## src/rtl/twos_pkg.sv

```systemverilog
// Shared types and helpers for the serial two's-complement to sign-magnitude decoder.
package twos_pkg;

  localparam int DEFAULT_WIDTH = 8;

  typedef enum logic [1:0] {
    IDLE  = 2'd0,
    SHIFT = 2'd1,
    DONE  = 2'd2
  } state_t;

  // True when the low `width` bits of `word` are 1 followed by all zeros.
  function automatic logic is_min_value(input int unsigned width, input logic [63:0] word);
    logic [63:0] mask;
    logic [63:0] min_pat;
    mask    = (64'd1 << width) - 64'd1;
    min_pat = 64'd1 << (width - 1);
    return ((word & mask) == min_pat);
  endfunction

endpackage

```

## src/rtl/twos_serial_bit_cell.sv

```systemverilog
// One step of the copy-until-first-one-then-invert rule, LSB first.
module twos_serial_bit_cell (
  input  logic i_b,
  input  logic i_sign,
  input  logic i_seen_one,
  output logic o_r,
  output logic o_seen_one_next
);

  // Positive words pass through; negative words invert every bit above the first 1.
  assign o_r             = i_b ^ (i_sign & i_seen_one);
  assign o_seen_one_next = i_seen_one | (i_sign & i_b);

endmodule

```

## src/rtl/twos_to_sign_mag_serial.sv

```systemverilog
// Bit-serial two's-complement to sign-magnitude decoder with valid/ready on both sides.
//
// state | meaning
// IDLE  | waiting for a word, in_ready high
// SHIFT | decoding one bit per cycle, LSB first
// DONE  | result held with out_valid high until out_ready
module twos_to_sign_mag_serial
  import twos_pkg::*;
#(
  parameter int WIDTH = DEFAULT_WIDTH
) (
  input  logic             clk,
  input  logic             rst,
  input  logic             in_valid,
  output logic             in_ready,
  input  logic [WIDTH-1:0] in_data,
  output logic             out_valid,
  input  logic             out_ready,
  output logic             out_sign,
  output logic [WIDTH-1:0] out_mag,
  output logic             out_is_min
);

  localparam int CW = $clog2(WIDTH);
  localparam logic [CW-1:0] LAST_BIT = CW'(WIDTH - 1);

  state_t           r_state;
  logic [WIDTH-1:0] r_shift;
  logic [WIDTH-1:0] r_mag;
  logic [CW-1:0]    r_bit_cnt;
  logic             r_sign;
  logic             r_seen_one;
  logic             r_is_min;
  logic             r_in_ready;
  logic             r_out_valid;

  logic w_b;
  logic w_r;
  logic w_seen_one_next;

  assign w_b = r_shift[0];

  twos_serial_bit_cell u_bit_cell (
    .i_b             (w_b),
    .i_sign          (r_sign),
    .i_seen_one      (r_seen_one),
    .o_r             (w_r),
    .o_seen_one_next (w_seen_one_next)
  );

  always_ff @(posedge clk) begin
    if (rst) begin
      r_state     <= IDLE;
      r_shift     <= '0;
      r_mag       <= '0;
      r_bit_cnt   <= '0;
      r_sign      <= 1'b0;
      r_seen_one  <= 1'b0;
      r_is_min    <= 1'b0;
      r_in_ready  <= 1'b1;
      r_out_valid <= 1'b0;
    end else begin
      case (r_state)
        IDLE: begin
          if (in_valid) begin
            r_shift    <= in_data;
            r_sign     <= in_data[WIDTH-1];
            r_bit_cnt  <= '0;
            r_seen_one <= 1'b0;
            r_mag      <= '0;
            r_is_min   <= 1'b0;
            r_in_ready <= 1'b0;
            r_state    <= SHIFT;
          end
        end
        SHIFT: begin
          r_shift            <= {1'b0, r_shift[WIDTH-1:1]};
          r_mag[r_bit_cnt]   <= w_r;
          r_seen_one         <= w_seen_one_next;
          r_bit_cnt          <= r_bit_cnt + 1'b1;
          if (r_bit_cnt == LAST_BIT) begin
            // Most-negative iff the only 1 is the sign bit itself.
            r_is_min    <= r_sign & w_b & ~r_seen_one;
            r_out_valid <= 1'b1;
            r_state     <= DONE;
          end
        end
        DONE: begin
          if (out_ready) begin
            r_out_valid <= 1'b0;
            r_in_ready  <= 1'b1;
            r_state     <= IDLE;
          end
        end
        default: begin
          r_out_valid <= 1'b0;
          r_in_ready  <= 1'b1;
          r_state     <= IDLE;
        end
      endcase
    end
  end

  assign in_ready   = r_in_ready;
  assign out_valid  = r_out_valid;
  assign out_sign   = r_sign;
  assign out_mag    = r_mag;
  assign out_is_min = r_is_min;

endmodule

```

## config.mk

```make
export PLATFORM = sky130hd
export DESIGN_NAME = twos_to_sign_mag_serial
export DESIGN_NICKNAME = d
export VERILOG_FILES = /design/src/rtl/twos_pkg.sv /design/src/rtl/twos_serial_bit_cell.sv /design/src/rtl/twos_to_sign_mag_serial.sv
export SDC_FILE = /design/constraint.sdc
export NUM_CORES = 1
export LEC_CHECK = 0
export CORE_AREA = 4 4 54 56
export CTS_CLUSTER_SIZE = 25
export DETAILED_ROUTE_END_ITERATION = 12
export DIE_AREA = 0 0 58 60
export DONT_BUFFER_PORTS = 1
export PLACE_DENSITY = 0.71
export SLEW_MARGIN = 5
export SYNTH_ARGS = -nofsm -noshare
export SYNTH_HDL_FRONTEND = slang
export SYNTH_SLANG_ARGS = --single-unit
```

## constraint.sdc

```tcl
create_clock -name clk -period 1.5 [get_ports clk]
set_input_delay 0.375 -clock clk [delete_from_list [all_inputs] [get_ports clk]]
set_output_delay 0.375 -clock clk [all_outputs]
set_load 0.05 [all_outputs]
```

Word level (Yosys, flattened, before mapping)
Index checks and enable logic that the tools add are counted.
Widths: inputs -> output; s select.
{"block": "totals", "input_bits": 12, "out_inout_bits": 12, "register_bits": 26}
{"block": "op_classes", "eq_ne": 6, "bitwise_logic": 8, "order_cmp": 2, "add_sub_neg": 1, "n_reduce_logical": 9, "n_mux": 22}
{"op": "$pmux 8 s2", "n": 2}
{"op": "$mux 8", "n": 2}
{"op": "$reduce_and 3->1", "n": 4}
{"op": "$bwmux 8", "n": 1}
{"op": "$mux 1", "n": 6}
{"op": "$mux 2", "n": 3}
{"op": "$ne 2x2->1 const B", "n": 3}
{"op": "$pmux 1 s3", "n": 2}
{"op": "$pmux 2 s3", "n": 1}
{"op": "$pmux 3 s2", "n": 1}
{"op": "$lt 3x4->1 const B", "n": 1}
{"op": "$pmux 1 s2", "n": 2}
{"op": "$reduce_and 2->1", "n": 2}
{"op": "$add 3x1->3 const B", "n": 1}
{"op": "$and 1x1->1", "n": 3}
{"op": "$demux 1 s3", "n": 1}
{"op": "$eq 3x3->1 const B", "n": 1}
{"op": "$ge 3x1->1 const B", "n": 1}
{"op": "$mux 3", "n": 1}
{"op": "$not 1->1", "n": 3}
{"op": "$eq 2x1->1 const B", "n": 1}
{"op": "$eq 2x2->1 const B", "n": 1}
{"op": "$logic_not 2->1", "n": 1}
{"op": "$reduce_bool 2->1", "n": 1}
{"op": "other kinds (3)", "n": 3}

Depth between registers and ports, before layout
Gate-level depths: netlist (run 1).
{"block": "depth", "word_depth": 6, "mapped_depth": 5, "mapped_depth_nobuf": 5}

Cells and area by module
A second synthesis (run 1) with hierarchy kept.
{"block": "hier_totals", "hier_cells": 140, "area_unflattened_um2": 1221.2}
{"mod": "twos_to_sign_mag_serial", "cells_per_inst": 137, "seq_area_each_um2": 520.5, "n_inst": 1, "area_per_inst_um2": 1199.9}
{"mod": "twos_serial_bit_cell", "cells_per_inst": 3, "seq_area_each_um2": 0.0, "n_inst": 1, "area_per_inst_um2": 21.3}

Least setup slack after synthesis (run 1)
No wires, ideal clock.
{"block": "synth_timing", "path_type": "reg-to-reg", "from": "register r_sign (netlist: out_sign)", "to": "register r_mag[1] (netlist: out_mag[1])", "arrival_time_ns": 1.288, "stages_incl_launch_ff": 4, "n_path_buf": 0, "setup_time_ns": 0.150, "setup_slack_ns": 0.062, "period_less_slack_ns": 1.438, "cell_sequence": "dfxtp_1 -> nand2_1 -> xor2_1 -> a41oi_1"}
{"block": "synth_between", "elab_chain_cells": 4}
{"item": "from (decl)", "line": "twos_to_sign_mag_serial.sv:31", "text": "logic r_sign;"}
{"item": "from (signal assigned)", "line": "twos_to_sign_mag_serial.sv:67", "text": "r_sign <= in_data[WIDTH-1];"}
{"item": "$and 1x1->1", "line": "twos_serial_bit_cell.sv:11", "text": "assign o_r = i_b ^ (i_sign & i_seen_one);"}
{"item": "$xor 1x1->1", "line": "twos_serial_bit_cell.sv:11"}
{"item": "$bwmux 8", "line": "twos_to_sign_mag_serial.sv:78", "text": "r_mag[r_bit_cnt] <= w_r;"}
{"item": "$pmux 8 s2", "line": "twos_to_sign_mag_serial.sv:63", "text": "case (r_state)"}
{"item": "to (signal, indexed assignment)", "line": "twos_to_sign_mag_serial.sv:78"}
{"item": "to (decl)", "line": "twos_to_sign_mag_serial.sv:29", "text": "logic [WIDTH-1:0] r_mag;"}
No other way between the ends.
A chain may end at the register's enable or synchronous reset.

Worst setup path after layout (run 1)
{"block": "layout_timing", "from": "register r_bit_cnt[1]", "to": "register r_is_min (netlist: out_is_min)"}
{"block": "layout_between", "elab_chain_cells": 3}
{"item": "from (decl)", "line": "twos_to_sign_mag_serial.sv:30", "text": "logic [CW-1:0] r_bit_cnt;"}
{"item": "from (signal assigned)", "line": "twos_to_sign_mag_serial.sv:80", "text": "r_bit_cnt <= r_bit_cnt + 1'b1;"}
{"item": "$eq 3x3->1", "line": "twos_to_sign_mag_serial.sv:81", "text": "if (r_bit_cnt == LAST_BIT) begin"}
{"item": "$ne 2x2->1 (no source line)"}
{"item": "$reduce_and 3->1 (no source line)"}
{"item": "to (signal assigned)", "line": "twos_to_sign_mag_serial.sv:83", "text": "r_is_min <= r_sign & w_b & ~r_seen_one;"}
{"item": "to (decl)", "line": "twos_to_sign_mag_serial.sv:33", "text": "logic r_is_min;"}
No other way between the ends.

==> key figures, run 1 <==
Worst setup path
  – CP max-delay cell: dfxtp_2
  – Worst setup SP type: register
  – Buf/Inv on CP: 0
  – Type of the worst setup path: reg2reg
  – CP most frequent cell: ha_1
  – Top Family by Delay on Critical Path: flip-flops
  – Worst R2R Setup Slack: 0.11 ns
  – Worst r2r path cells: 5
  – CP required: 1.73 ns
  – CP max stage delay: roughly 0.39 ns
  – Critical path peak fanout: 6
  – CP Data Arrival Time: 1.63 ns
  – R2R Path Start: r_bit_cnt[1]
  – CP Capture Type: register
  – Critical path, cell by cell: ha_1 -> ha_1 -> mux2i_1 -> or2_2 -> o41ai_1
  – Reg2Reg Capture Point: out_is_min

Yosys
  – Seq cells post-synth: 26
  – Synth top area share: 0.448
  – Post-synthesis sequential area ratio: 0.448
  – Yosys top cell by area: dfxtp_1
  – Post-Synthesis Cell Area: 0.00116 sq mm
  – Top post-synthesis cells by area: dfxtp_1, o221a_1, a32oi_1
  – Unique masters post-synth: 33
  – Count of yosys warnings during synthesis: 0
  – Synth Instances: roughly 120
  – Post-synth net total: between 100 and 150
  – Top_reg_cell synth: dfxtp_1
  – Asr flop ratio synth: 0
  – Post-synth EDFFs: 0
  – Synthesized area per cell: 9.52 sq um

STA
  – RSZ-0062 raised after global routing: no
  – Worst-Margin Slew: approximately 0.53 ns
  – Hold_ws: ~0.10 ns
  – Tcrit/Tclk final: 0.930
  – Setup TNS: 0 ns
  – Period minus WS final: approximately 1.4 ns
  – Setup WS post-layout: ~0.11 ns
  – Endpoints failing setup: 0
  – Final slew viol count: 0
  – Skew final: about 0.0014 ns
  – Max-slew headroom: 0.643
  – Final hold violations: 0
  – Max Fclk: just over 0.7 GHz

Worst hold path
  – Worst Hold Launch: rst
  – Worst hold stages: 1
  – Worst Hold Endpoint: out_sign
  – Type of the worst min-delay path: in2reg

Route
  – Initial DRC count: 38
  – WL per Instance: 15.7 microns
  – Vias per std cell: approximately 6.0
  – WL final: 2510 microns
  – Initial DRT Pass Iterations: 4
  – # DRC: 0
  – Routed Antenna Nets: 0
  – Vias: slightly below 1000

Final layout
  – Design Area, Final: between 0.001 and 0.0015 sq mm
  – Area growth, synth to finish: 9.48%
  – Ant. Diodes: 0
  – Finished Core Util: 0.523
  – Non-filler cells, final: 160
  – Layout filler cell count: 228
  – Share of cells above drive strength 1: 0.169
  – Nets: 146

CTS
  – CTS tree: done
  – CTS root buf: clkbuf_4
  – CTS buffer count: 3
  – CTS H-tree depth: 1
  – Clk slew on worst S/H paths: ~0.13 ns
  – CTS Buffer Depth: 2
  – Clock Sinks: 26
  – Worst skew pair latency: 0.32 ns
  – Postcts setup bufs: 0

Floorplan
  – Core Area: 0.00243 sq mm
  – Effective utilization at floorplan: 0.477
  – Ports: 24
  – Die height: about 60 microns
  – Row cnt: 18
  – Die area: 0.00348 sq mm
  – Chip width: 58 microns

Place
  – Dpl hpwl: 1870 microns
  – Port Buffer Count: 0
  – Cell count after placement: 157
  – Post-place setup slack: 0.0519 ns
  – Routability cong.: 0.797
  – DP Area: 0.00125 sq mm

Global route
  – Largest net degree at the start of global routing: 20
  – Global-route wire length before repair: 4310 microns
  – Initial antenna violation count: 0
  – GRT Util Overall: 0.160
  – Vias in the first global route: 974
  – Grt total ovfl: 0

Power
  – PD cells: around 950 mW/mm^2
  – Leakage power: 0.491 nW
  – Total power: 1.21 mW
  – Worst vdd ir: 464 uV

Status
  – Run status: finished clean

Job
  – Max Cap Viol: 0
## logic make-up after synthesis
logic type	share of synthesized area
compound gates	0.295
xor+xnor	0.00754
fa+ha+maj	0.0215
buf+inv	0.0808
flops	0.448
mux	0.0172
simple gates	0.129
## Yosys cell counts (3+ instances only)
library cell	count
dfxtp_1	26
a21oi_1	12
inv_1	10
nor2_1	10
a32oi_1	8
o221a_1	7
nand2_1	5
a31oi_1	4
a41oi_1	4
clkbuf_1	4
buf_2	3
nor2b_1	3
## sequential cells by signal, indices dropped and copies added, names as in the netlist
name / cells
r_state: 2
out_mag: 8
out_valid: 1
out_is_min: 1
out_sign: 1
r_bit_cnt: 3
r_seen_one: 1
r_shift: 8
in_ready: 1
## area by class of cell
class	count	area (sq um)	share of cell area
Sequential cell	26	522	0.410
Inverter	10	37.5	0.0295
Timing Repair Buffer	14	105	0.0827
Tap cell	30	37.5	0.0295
Clock buffer	3	22.5	0.0177
Multi-Input combinational cell	77	547	0.430
## layout by cell type (no fill, tap or decap), types with 3 or more instances in the layout
cell and n:
nor2_1 10, clkbuf_4 3, buf_4 14, dfxtp_1 25
nand2_1 5, a41oi_1 4, a31oi_1 4, nor2b_1 3
o221a_1 7, a32oi_1 8, inv_1 10, a21oi_1 12
## timing repair
item                       4_1_cts  5_1_grt
hold endpoints to repair         0        0
setup endpoints to repair        0        1
hold buffers                     0        0
gates resized for setup          0        1
## power by group
part	switching [mW]	internal (mW)	total (mW)
Clock	0.195	0.0943	0.290
Sequential	0.0315	0.722	0.754
Combinational	0.0948	0.0694	0.164
## worst max-delay path by stage
stage                     cells past startpoint         start  slack [ns]    endpoint
final                                         5  r_bit_cnt[1]        0.11  out_is_min
after global routing                          5  r_bit_cnt[1]        0.02  out_is_min
after CTS                                     5  r_bit_cnt[1]        0.05  out_is_min
after detailed placement                      5  r_bit_cnt[1]        0.05  out_is_min
after global placement                        5  r_bit_cnt[1]        0.14  out_is_min
after floorplan                               3      out_sign        0.06  out_mag[1]
## metal layers
metal | track usage | share of wire
met2 | 0.284 | 0.51
met1 | 0.180 | 0.41
met3 | 0.0367 | 0.056
met5 | 0 | 0
met4 | 0.0795 | 0.024
## worst reg2reg max path, cell delays in order, from the launching register on
cell     delay, ns
dfxtp_2       0.39
ha_1          0.15
ha_1          0.18
mux2i_1       0.10
or2_2         0.28
o41ai_1       0.22
(Power assumes the default switching activity.)
==> run 2, diff against run 1 <==
--- a/config.mk
+++ b/config.mk
@@ -5,12 +5,13 @@
 export SDC_FILE = /design/constraint.sdc
 export NUM_CORES = 1
 export LEC_CHECK = 0
-export CORE_AREA = 4 4 54 56
+export ABC_AREA = 1
+export CORE_AREA = 4 4 55 57
 export CTS_CLUSTER_SIZE = 25
 export DETAILED_ROUTE_END_ITERATION = 12
-export DIE_AREA = 0 0 58 60
+export DIE_AREA = 0 0 59 61
 export DONT_BUFFER_PORTS = 1
-export PLACE_DENSITY = 0.71
+export PLACE_DENSITY = 0.73
 export SLEW_MARGIN = 5
 export SYNTH_ARGS = -nofsm -noshare
 export SYNTH_HDL_FRONTEND = slang
==> key figures, run 2 <==
Status
  – Run status: finished clean (unchanged)

Yosys
  – Commonest cells post-synth: nand2_1, nor2_1, dfxtp_1 (was dfxtp_1, a21oi_1, inv_1, nor2_1, a32oi_1)
  – Yosys top cell by area: dfxtp_1 (unchanged)
  – Asr flop ratio synth: 0 (unchanged)
  – Synthesized area per cell: 6.95 sq um (was 9.52 sq um)
  – Synth top area share: 0.419 (was 0.448)
  – Unique masters post-synth: 20 (was 33)
  – Count leader, synth: nand2_1 (was dfxtp_1)
  – Synth Instances: 179 (was 122)
  – Top_reg_cell synth: dfxtp_1 (unchanged)
  – Post-synth net total: 193 (was 136)
  – Post-synth EDFFs: 0 (unchanged)
  – Post-Synthesis Cell Area: 0.00124 sq mm (was 0.00116 sq mm)
  – Post-synthesis sequential area ratio: 0.419 (was 0.448)
  – Count of yosys warnings during synthesis: 0 (unchanged)
  – Seq cells post-synth: 26 (unchanged)
  – Top post-synthesis cells by area: dfxtp_1, nand2_1, nor2_1 (was dfxtp_1, o221a_1, a32oi_1)

Global route
  – Grt total ovfl: 0 (unchanged)
  – GRT Util Overall: 0.155 (was 0.160)
  – Initial antenna violation count: 0 (unchanged)
  – Largest net degree at the start of global routing: 17 (was 20)
  – Global-route wire length before repair: 4290 microns (was 4310 microns)
  – Vias in the first global route: 1051 (was 974)

STA
  – Max Fclk: 0.731 GHz (was 0.717 GHz)
  – Final hold violations: 0 (unchanged)
  – Max-slew headroom: 0.654 (was 0.643)
  – Skew final: 0.00296 ns (was 0.00136 ns)
  – Final slew viol count: 0 (unchanged)
  – Worst-Margin Slew: 0.518 ns (was 0.535 ns)
  – Endpoints failing setup: 0 (unchanged)
  – Tcrit/Tclk final: 0.912 (was 0.930)
  – RSZ-0062 raised after global routing: no (unchanged)
  – Setup TNS: 0 ns (unchanged)
  – Period minus WS final: 1.37 ns (was 1.39 ns)

Floorplan
  – Ports: 24 (unchanged)
  – Die area: 0.00360 sq mm (was 0.00348 sq mm)
  – Core Area: 0.00248 sq mm (was 0.00243 sq mm)
  – Chip width: 59 microns (was 58 microns)
  – Row cnt: 18 (unchanged)
  – Die height: 61 microns (was 60 microns)
  – Effective utilization at floorplan: 0.502 (was 0.477)

Route
  – WL final: 2450 microns (was 2510 microns)
  – Routed Antenna Nets: 0 (unchanged)
  – WL per Instance: 11.5 microns (was 15.7 microns)
  – Vias: 1057 (was 967)
  – Initial DRC count: 24 (was 38)
  – Initial DRT Pass Iterations: 4 (unchanged)
  – # DRC: 0 (unchanged)
  – Vias per std cell: 4.96 (was 6.04)

Worst setup path
  – Worst R2R Setup Slack: 0.21 ns (was 0.11 ns)
  – Type of the worst setup path: reg2out (was reg2reg)
  – CP Capture Type: primary output (was register)
  – Worst r2r path cells: 7 (was 5)
  – CP required: 1.12 ns (was 1.73 ns)
  – Reg2Reg Capture Point: out_is_min (unchanged)
  – R2R Path Start: r_bit_cnt[1] (unchanged)
  – CP Data Arrival Time: 0.99 ns (was 1.63 ns)
  – Worst setup SP type: register (unchanged)
  – Critical path peak fanout: 2 (was 6)

Final layout
  – Commonest non-fill, non-tap cell in the layout: nand2_1 (was dfxtp_1)
  – Share of cells above drive strength 1: 0.104 (was 0.169)
  – Most frequent cells in the layout: nand2_1, nor2_1, dfxtp_1, inv_1, nand3_1 (was dfxtp_1, buf_4, a21oi_1, inv_1, nor2_1)
  – Nets: 198 (was 146)
  – Area growth, synth to finish: 6.04% (was 9.48%)
  – Ant. Diodes: 0 (unchanged)
  – Design Area, Final: 0.00132 sq mm (was 0.00127 sq mm)

CTS
  – Clock Sinks: 26 (unchanged)
  – CTS Buffer Depth: 2 (unchanged)
  – CTS root buf: clkbuf_4 (unchanged)
  – Hold_buf cts: 0 (unchanged)
  – Clk slew on worst S/H paths: 0.14 ns (was 0.13 ns)
  – Postcts setup bufs: 0 (unchanged)
  – CTS buffer count: 3 (unchanged)
  – CTS H-tree depth: 1 (unchanged)
  – Worst skew pair latency: 0.32 ns (about the same)
  – # resized after CTS: 0 (unchanged)
  – CTS tree: done (unchanged)

Worst hold path
  – Type of the worst min-delay path: in2reg (unchanged)
  – Worst Hold Launch: rst (unchanged)
  – Worst hold stages: 1 (unchanged)
  – Worst Hold Endpoint: r_bit_cnt[1] (was out_sign)

Power
  – Leakage power: 0.634 nW (was 0.491 nW)
  – Worst vdd ir: 552 uV (was 464 uV)
  – PD cells: 983 mW/mm^2 (was 950 mW/mm^2)

Place
  – Dpl hpwl: 1860 microns (was 1870 microns)
  – Routability cong.: 0.804 (was 0.797)
  – Port Buffer Count: 0 (unchanged)
  – DP Area: 0.00128 sq mm (was 0.00125 sq mm)

Job
  – Max Cap Viol: 0 (unchanged)
[run 2: cell count changes in the layout (fill, tap and decap cells not counted), sizes merged, moves of 4 or more]
cell,before,now
a32oi,8,0
o221a,7,0
nand2,5,53
a41oi,4,0
a31oi,4,0
nor3b,1,6
inv,10,22
nand3,1,13
buf,14,4
nor2,10,32
o21ai,2,7
[run 2: kinds of logic after synthesis]
group | synth area share
AO/OA/AOI/OAI | 0.0775
adder cells (fa/ha/maj) | 0.0201
buffers and inverters | 0.0895
flip-flops | 0.419
AND/OR/NAND/NOR | 0.394
[run 2: worst max path at each step]
stage                     slack, ns  cells after the start         start         end
after floorplan                0.23                      5      out_sign  out_mag[4]
after global placement         0.31                      7  r_bit_cnt[1]  out_is_min
after detailed placement       0.23                      7  r_bit_cnt[1]  out_is_min
after CTS                      0.11                      0    out_mag[5]  out_mag[5]
after global routing           0.09                      0     out_valid   out_valid
final                          0.13                      0    out_mag[5]  out_mag[5]
[run 2: report_power, final]
part / leakage (nW) / internal [mW] / switching (mW) / total (mW)
registers: 0.213 / 0.726 / 0.0416 / 0.768
clock network: 0.0210 / 0.148 / 0.207 / 0.356
logic: 0.400 / 0.0605 / 0.113 / 0.173
[run 2: cell type report]
cell class / count / area [sq um]
Fill cell: 247 / 1160
Multi-Input combinational cell: 127 / 612
Sequential cell: 26 / 520
Inverter: 22 / 82.6
Tap cell: 30 / 37.5
Clock buffer: 4 / 36.3
Timing Repair Buffer: 4 / 30.0
[run 2: metal layers]
| metal | global-route usage | up-vias | part of all wire |
|---|---|---|---|
| met4 | 0.0841 | 0 | 0.017 |
| li1 | - | 564 | - |
| met5 | 0 | - | 0 |
| met2 | 0.268 | 22 | 0.47 |
| met3 | 0.0362 | 4 | 0.056 |
| met1 | 0.177 | 467 | 0.45 |
[run 2: through the flow]
| step | util | power (mW) | hold WS [ns] | setup slack, ns | instances |
|---|---|---|---|---|---|
| floorplan | - | 0.926 | 0.443 | 0.234 | 179 |
| global placement | 0.518 | 0.952 | 0.447 | 0.306 | 209 |
| detailed placement | 0.518 | 0.959 | 0.449 | 0.232 | 209 |
| CTS | 0.532 | 1.31 | 0.0893 | 0.115 | 213 |
| global route | 0.532 | 1.37 | 0.0712 | 0.0855 | 213 |
| finish | 0.532 | 1.30 | 0.101 | 0.132 | 213 |
